`src/rtl/xlate_arbiter_pkg.sv`:
```
// xlate_arbiter_pkg: shared segment constants, widths and defaults for the translation arbiter
package xlate_arbiter_pkg;
  localparam int VPN_W = 20;
  localparam int STARVE_MAX_DEF = 4;
  localparam logic [3:0] SEG_KSEG0_LO = 4'h8;
  localparam logic [3:0] SEG_KSEG0_HI = 4'h9;
  localparam logic [3:0] SEG_KSEG1_LO = 4'hA;
  localparam logic [3:0] SEG_KSEG1_HI = 4'hB;
  function automatic logic [3:0] seg_of(input logic [VPN_W-1:0] vpn);
    return vpn[VPN_W-1 -: 4];
  endfunction
endpackage

```
`src/rtl/xlate_arbiter_map.sv`:
```
// xlate_map: combinational MIPS fixed-segment vpn -> {pfn, uncache}; vpn_i in, pfn_o/uncache_o out; KSEG0_CACHE_EN makes kseg0 cacheable
module xlate_map
  import xlate_arbiter_pkg::*;
(
  input  logic [VPN_W-1:0] vpn_i,
  output logic [VPN_W-1:0] pfn_o,
  output logic             uncache_o
);
  logic is_k0, is_k1;
  assign is_k0 = seg_of(vpn_i) inside {SEG_KSEG0_LO, SEG_KSEG0_HI};
  assign is_k1 = seg_of(vpn_i) inside {SEG_KSEG1_LO, SEG_KSEG1_HI};
  assign pfn_o = is_k1 ? {3'b000, vpn_i[16:0]} : is_k0 ? {1'b0, vpn_i[18:0]} : vpn_i;
`ifdef KSEG0_CACHE_EN
  assign uncache_o = ~is_k0;
`else
  assign uncache_o = 1'b1;
`endif
endmodule

```
`src/rtl/xlate_arbiter.sv`:
```
// xlate_arbiter: shares one xlate_map between IF and DM with DM priority, anti-starvation counter and per-port response slots; ports clk/reset, {if,dm}_req/vpn/gnt, {if,dm}_rsp_valid/ready/pfn/uncache; honours KSEG0_CACHE_EN via xlate_map
module xlate_arbiter
  import xlate_arbiter_pkg::*;
#(
  parameter int STARVE_MAX = STARVE_MAX_DEF,
  parameter int CNT_W = 4
) (
  input  logic             clk,
  input  logic             reset,
  input  logic             if_req,
  input  logic [VPN_W-1:0] if_vpn,
  output logic             if_gnt,
  output logic             if_rsp_valid,
  input  logic             if_rsp_ready,
  output logic [VPN_W-1:0] if_rsp_pfn,
  output logic             if_rsp_uncache,
  input  logic             dm_req,
  input  logic [VPN_W-1:0] dm_vpn,
  output logic             dm_gnt,
  output logic             dm_rsp_valid,
  input  logic             dm_rsp_ready,
  output logic [VPN_W-1:0] dm_rsp_pfn,
  output logic             dm_rsp_uncache
);
  logic             if_elig, dm_elig, if_pri;
  logic             if_valid_q, dm_valid_q, if_unc_q, dm_unc_q, map_unc;
  logic [VPN_W-1:0] if_pfn_q, dm_pfn_q, map_pfn;
  logic [CNT_W-1:0] starve_cnt_q, starve_cnt_d;
  // a slot draining this cycle can be refilled in the same cycle
  assign if_elig = if_req & (~if_valid_q | if_rsp_ready);
  assign dm_elig = dm_req & (~dm_valid_q | dm_rsp_ready);
  assign if_pri  = starve_cnt_q == CNT_W'(STARVE_MAX);
  assign if_gnt  = ~reset & if_elig & (if_pri | ~dm_elig);
  assign dm_gnt  = ~reset & dm_elig & ~(if_pri & if_elig);
  xlate_map u_map (
    .vpn_i    (if_gnt ? if_vpn : dm_vpn),
    .pfn_o    (map_pfn),
    .uncache_o(map_unc)
  );
  always_comb begin
    starve_cnt_d = (if_gnt | ~if_req) ? '0 :
                   (dm_gnt & ~if_pri) ? starve_cnt_q + CNT_W'(1) : starve_cnt_q;
  end
  always_ff @(posedge clk or posedge reset) begin
    if (reset) begin
      if_valid_q   <= 1'b0;
      dm_valid_q   <= 1'b0;
      if_pfn_q     <= '0;
      dm_pfn_q     <= '0;
      if_unc_q     <= 1'b0;
      dm_unc_q     <= 1'b0;
      starve_cnt_q <= '0;
    end else begin
      if (if_gnt) begin
        if_valid_q <= 1'b1;
        if_pfn_q   <= map_pfn;
        if_unc_q   <= map_unc;
      end else if (if_rsp_ready) begin
        if_valid_q <= 1'b0;
      end
      if (dm_gnt) begin
        dm_valid_q <= 1'b1;
        dm_pfn_q   <= map_pfn;
        dm_unc_q   <= map_unc;
      end else if (dm_rsp_ready) begin
        dm_valid_q <= 1'b0;
      end
      starve_cnt_q <= starve_cnt_d;
    end
  end
  assign if_rsp_valid   = if_valid_q;
  assign if_rsp_pfn     = if_pfn_q;
  assign if_rsp_uncache = if_unc_q;
  assign dm_rsp_valid   = dm_valid_q;
  assign dm_rsp_pfn     = dm_pfn_q;
  assign dm_rsp_uncache = dm_unc_q;
endmodule

```
`config.mk`:
```
export PLATFORM = sky130hd
export DESIGN_NAME = xlate_arbiter
export DESIGN_NICKNAME = d
export VERILOG_FILES = /design/src/rtl/xlate_arbiter_pkg.sv /design/src/rtl/xlate_arbiter_map.sv /design/src/rtl/xlate_arbiter.sv
export SDC_FILE = /design/constraint.sdc
export NUM_CORES = 1
export LEC_CHECK = 0
export BUFFER_PORTS_ARGS = -buffer_cell sky130_fd_sc_hd__buf_2
export CORE_MARGIN = 2
export CORE_UTILIZATION = 47
export CTS_CLUSTER_DIAMETER = 120
export DETAILED_ROUTE_END_ITERATION = 8
export GPL_TIMING_DRIVEN = 0
export PLACE_DENSITY_LB_ADDON = 0.12
export SLEW_MARGIN = 40
export SYNTH_ARGS = -nofsm -noshare
export SYNTH_HDL_FRONTEND = slang
export SYNTH_SLANG_ARGS = --single-unit
```
`constraint.sdc`:
```
create_clock -name clk -period 3.3 [get_ports clk]
set_clock_uncertainty 0.15 [all_clocks]
set_input_delay 0.33 -clock clk [delete_from_list [all_inputs] [get_ports clk]]
set_output_delay 0.33 -clock clk [all_outputs]
set_load 0.02 [all_outputs]
```
* After elaboration in Yosys (flattened, before gate mapping) *
Index checks and enable logic that the tools add are counted.

word-level totals
  register bits after elaboration = 48
  bits in latches = 0
  memory bits (read-only) = 0
  memories kept = 0
  bits in writable memories = 0
  bits of input ports = 46
  logic and storage cells = 46

operators by class
  bitwise operators = 19
  magnitude comparators = 0
  multipliers = 0
  reduce and logical (&&, ||, !) cells = 5
  muxes and demuxes = 9
  divide/modulo/power cells = 0
  equal/unequal tests = 5
  shift-type cells = 0
  add/subtract/negate cells = 1

operators by type and width
  kind                   number
  $mux W20               3
  $eq A4 B4 Y1 const B   4
  $reduce_bool A2 Y1     5
  $and A1 B1 Y1          8
  $mux W4                2
  $not A1 Y1             7
  $add A4 B1 Y4 const B  1
  $eq A4 B3 Y1 const B   1
  $mux W1                4
  $or A1 B1 Y1           4

* Longest topological paths before layout *
  depth after elaboration = 11
  gate-level depth with buffers = 8
  mapped depth without buffers = 6

* Hierarchy *
From an unflattened synthesis, not the netlist that was laid out.

unflattened totals
  cells, all modules = 168
  area, all modules = 2,394.8 µm²

modules (own cells, without submodules)
  module         times used  area an instance (µm²)  cells each
  xlate_arbiter  1           2,233.4                 145
  xlate_map      1           161.4                   23

* Worst setup path after synthesis *
No wires, ideal clock.

  kind = input -> output
  start = input reset
  end = output if_gnt
  path slack = 445 ps
  required time = 2,820 ps
  path buffers = 2
  arrival time = 2,375 ps
  cell stages on the path = 6
  cell sequence = clkinv_1 > nand3_2 > nand2b_4 > buf_6 > buf_8 > inv_1

between the ends
  word-level cells in the longest chain between the ends = 3

RTL lines
  item                        line                 text
  from (decl)                 xlate_arbiter.sv:9   input logic reset,
  $not A1 Y1                  xlate_arbiter.sv:33  assign if_gnt = ~reset & if_elig & (if_pri | ~dm_elig);
  $and A1 B1 Y1 (2 in a row)  xlate_arbiter.sv:33
  to (decl)                   xlate_arbiter.sv:12  output logic if_gnt,

No other way between the ends.

* Final worst setup path *
Ends and elaborated chain as after synthesis.

==> results.md <==
- Worst EP required: approximately 2.8 ns
- Clock latency at the later pin of the worst-skew pair: about 0.3 ns
- Post-synthesis adder-cell area fraction: roughly 1.2%
- Most common cell on crit path: buf_2
- CTS clk-pin slew, worst paths: ~0.090 ns
- First-pass GRT wire length: about 7000 um
- Period Utilization, post-route: between 80% and 90%
- Io pins: 92
- Ys async rst share: 100%
- CP arrival: around 2.3 ns
- Critical Path Fanout Max: 53
- Via density: slightly above 5
- Die area: approximately 0.0051 mm^2
- Maximum level of the CTS H-tree: 2
- Max-cap violation count: 0
- Status: complete, no violations
- Routed Antenna Nets: 0
- I/O Buffers: 91
- Primary FF master, synth: dfrtp_1
- Cell count after synthesis: between 150 and 200
- Crit path max-delay family: buffers and inverters
- CP Class: in -> out
- Fmax: 363 MHz
- Critical Path Sink Type: output pin
- Post_cts resized: 0
- Synth top area cells: dfrtp_1 56%, mux2_4 10%, a32o_1 7.9%, nor2b_1 4.9%, mux2_2 2.1%
- Synth Register Bits: 48
- GRT met1 Usage: 24.6%
- Die X: 71.7 um
- Cell taking the most area after synthesis: dfrtp_1
- Vias: 1613
- Seq/Total Area, Yosys: approximately 56%
- Final net count: 309
- Clk buf depth: 2
- Slowest CP cell: dlygate4sd3_1
- Ant diodes: 0
- Netlist cell types: 34
- 1st-pass router iterations: 4
- Die Height: a little over 70 um
- TritonCTS buffer count: 5
- GRT overflow: 0
- Syn_area_per_cell: 13.3 um^2
- Residual DRC: 0
- Vias in the first global route: 1521
- Synth Net Count: between 200 and 250
- Synth Area in Compound Gates: between 10 and 15%
- Most frequent cells after synthesis: 48 x dfrtp_1, 17 x a32o_1, 17 x nor2b_1
- Cell Area, Synth: 0.00216 mm^2
- PwrDens: 580 mW/mm^2
- Setup TNS: 0 ns
- Post-CTS Hold Fix Bufs: 1
- Largest family of logic cells by synthesized area: multiplexers
- Max-slew violation count: 0
- CTS tree: built
- Minimum clock period: 2.76 ns
- Met2 Use GR: about a quarter
- Simple-Gate Fraction of Synth Area: 12.9%
- Post-CTS setup buffer count: 0
- GRT Max-Usage Layer: met2
- Hold Fails Final Rpt: 0
- Max rail drop VDD: 0.348 mV
- RSZ-0062 raised after global routing: false
- Worst min path class: in -> reg
- Num rows: 24
- Initial antenna violation count: 0
- Post-DR wirelength/cell: between 10 and 15 um
- Total global-route track usage: 17.5%
- Root buffer cell: clkbuf_8
- Startpoint Class: input pin
- Area grow syn2layout: 30.2%
- Layout cell share with drive strength beyond 1: between 40% and 50%
- Yosys warns: 0
- Worst Path Buf+Inv: 7
- Worst-Margin Slew: ~0.46 ns
- Sink Count: 48
- Most frequent cell after synthesis: dfrtp_1
- DRT iter0 DRCs: 116
- Detailed Place HPWL: approximately 3100 um
- Met3 usage: about 4.2%
- GPL Wtd Cong: approximately 0.72
- Core footprint: 0.00438 mm^2
- Synth Area in XOR/XNOR: 0%
- Pin count of the biggest net entering global routing: between 50 and 60
- Worst stage delay on the critical path: about 0.5 ns
- Worst slew margin: 69.5%
- Initial Utilization: approximately 49%
- Post-synthesis mux area share: a little over an eighth
- Dpl cells: roughly 310
- Cell Chain, Critical Path: dlygate4sd3_1, buf_2, clkinv_4, nand3_2, nand2b_4, buf_6, buf_8, inv_1, buf_2
- Top-area cell type share of the netlist area: a little under three fifths
- Post-Layout Cell Count: between 300 and 400
- Post-Route WL: between 4000 and 5000 um
- Number of flops mapped to enable cells by yosys: 0
- Lkg Pwr: roughly 1.5 nW
- Final setup fails: 0
==> kinds of logic after synthesis <==
group / count (synthesis)
AOI/OAI and AO/OA: 26
muxes: 21
buffers and inverters: 22
adders and majority gates: 2
DFF: 48
and+or+nand+nor: 43
==> worst reg2reg max path: stages (launching register included) <==
cell	delay, ns
dfrtp_1	0.42
inv_1	0.06
ha_1	0.18
and3b_1	0.19
nand3b_4	0.22
nand2b_4	0.10
buf_6	0.13
buf_8	0.15
mux2_4	0.30
==> area by class of cell <==
| type | count | area [um^2] |
|---|---|---|
| Buffer | 11 | 81.3 |
| Clock buffer | 5 | 68.8 |
| Clock inverter | 3 | 47.5 |
| Fill cell | 363 | 1580 |
| Inverter | 11 | 46.3 |
| Multi-Input combinational cell | 92 | 833 |
| Sequential cell | 48 | 1200 |
| Tap cell | 52 | 65.1 |
| Timing Repair Buffer | 92 | 465 |
==> state kept, by name, indices dropped and copies added, names as in the netlist <==
register,cells
if_rsp_valid,1
dm_rsp_pfn,20
starve_cnt_q,4
dm_rsp_uncache,1
if_rsp_uncache,1
dm_rsp_valid,1
if_rsp_pfn,20
==> through the flow <==
| step | setup WS (ns) | utilization (%) | power, mW | cell area, um^2 | hold slack [ns] |
|---|---|---|---|---|---|
| floorplan | 0.445 | - | 1.05 | 2160 | 0.314 |
| global placement | -0.482 | 61.1 | 1.21 | 2680 | 0.297 |
| detailed placement | 1.02 | 61.2 | 1.22 | 2680 | 0.274 |
| CTS | 0.487 | 64.1 | 1.65 | 2810 | 0.0911 |
| global route | 0.329 | 64.1 | 1.71 | 2810 | 0.0871 |
| finish | 0.542 | 64.1 | 1.63 | 2810 | 0.100 |
==> layout by cell type (no fill, tap or decap) <==
| cell | count |
|---|---|
| o41ai_1 | 1 |
| and2_1 | 1 |
| and3b_1 | 1 |
| buf_12 | 1 |
| inv_1 | 10 |
| nand3_2 | 1 |
| nor2b_1 | 17 |
| nand4_1 | 1 |
| dlygate4sd3_1 | 1 |
| clkinv_4 | 3 |
| clkbuf_8 | 5 |
| a32oi_1 | 1 |
| bufinv_16 | 1 |
| or3_1 | 2 |
| and4_1 | 1 |
| mux2i_1 | 2 |
| ha_1 | 2 |
| clkbuf_1 | 4 |
| mux2_4 | 15 |
| buf_2 | 95 |
| dfrtp_1 | 48 |
| mux2_2 | 4 |
| nand2b_1 | 5 |
| a22o_1 | 1 |
| buf_8 | 1 |
| o21ai_0 | 1 |
| and3_1 | 1 |
| a32o_1 | 17 |
| nand2_1 | 4 |
| nand3_1 | 6 |
| o31ai_1 | 1 |
| o2111ai_1 | 2 |
| nand2b_4 | 1 |
| nand3b_4 | 1 |
| a31oi_1 | 2 |
| buf_6 | 1 |
| nor2_1 | 1 |
==> per-layer routing <==
metal,vias up,part of all wire (%)
met3,9,7.3
met5,-,0
li1,785,-
met2,54,45
met1,765,46
met4,0,1.5
==> path summary, 6_finish.rpt <==
kind                                              from                     endpoint  slack, ns  depth (start not counted)
hold reg to reg             dm_rsp_uncache$_DFFE_PP0P_   dm_rsp_uncache$_DFFE_PP0P_       0.32                          1
max in group asynchronous                        reset   dm_rsp_pfn[10]$_DFFE_PP0P_       2.22                          3
hold / removal                               if_vpn[6]    if_rsp_pfn[6]$_DFFE_PP0N_       0.10                          2
setup / recovery                                 reset                       if_gnt       0.54                          9
setup reg to reg           starve_cnt_q[0]$_DFFE_PP0P_    if_rsp_pfn[2]$_DFFE_PP0N_       1.29                          8
min in group asynchronous                        reset  starve_cnt_q[3]$_DFFE_PP0P_       0.47                          3
==> power breakdown <==
group / leakage (nW) / switching [mW] / internal [mW]
sequential: 0.582 / 0.0501 / 0.690
clock: 0.0583 / 0.200 / 0.228
combinational: 0.815 / 0.253 / 0.207
Note: power is estimated with default switching activity, not from simulation.
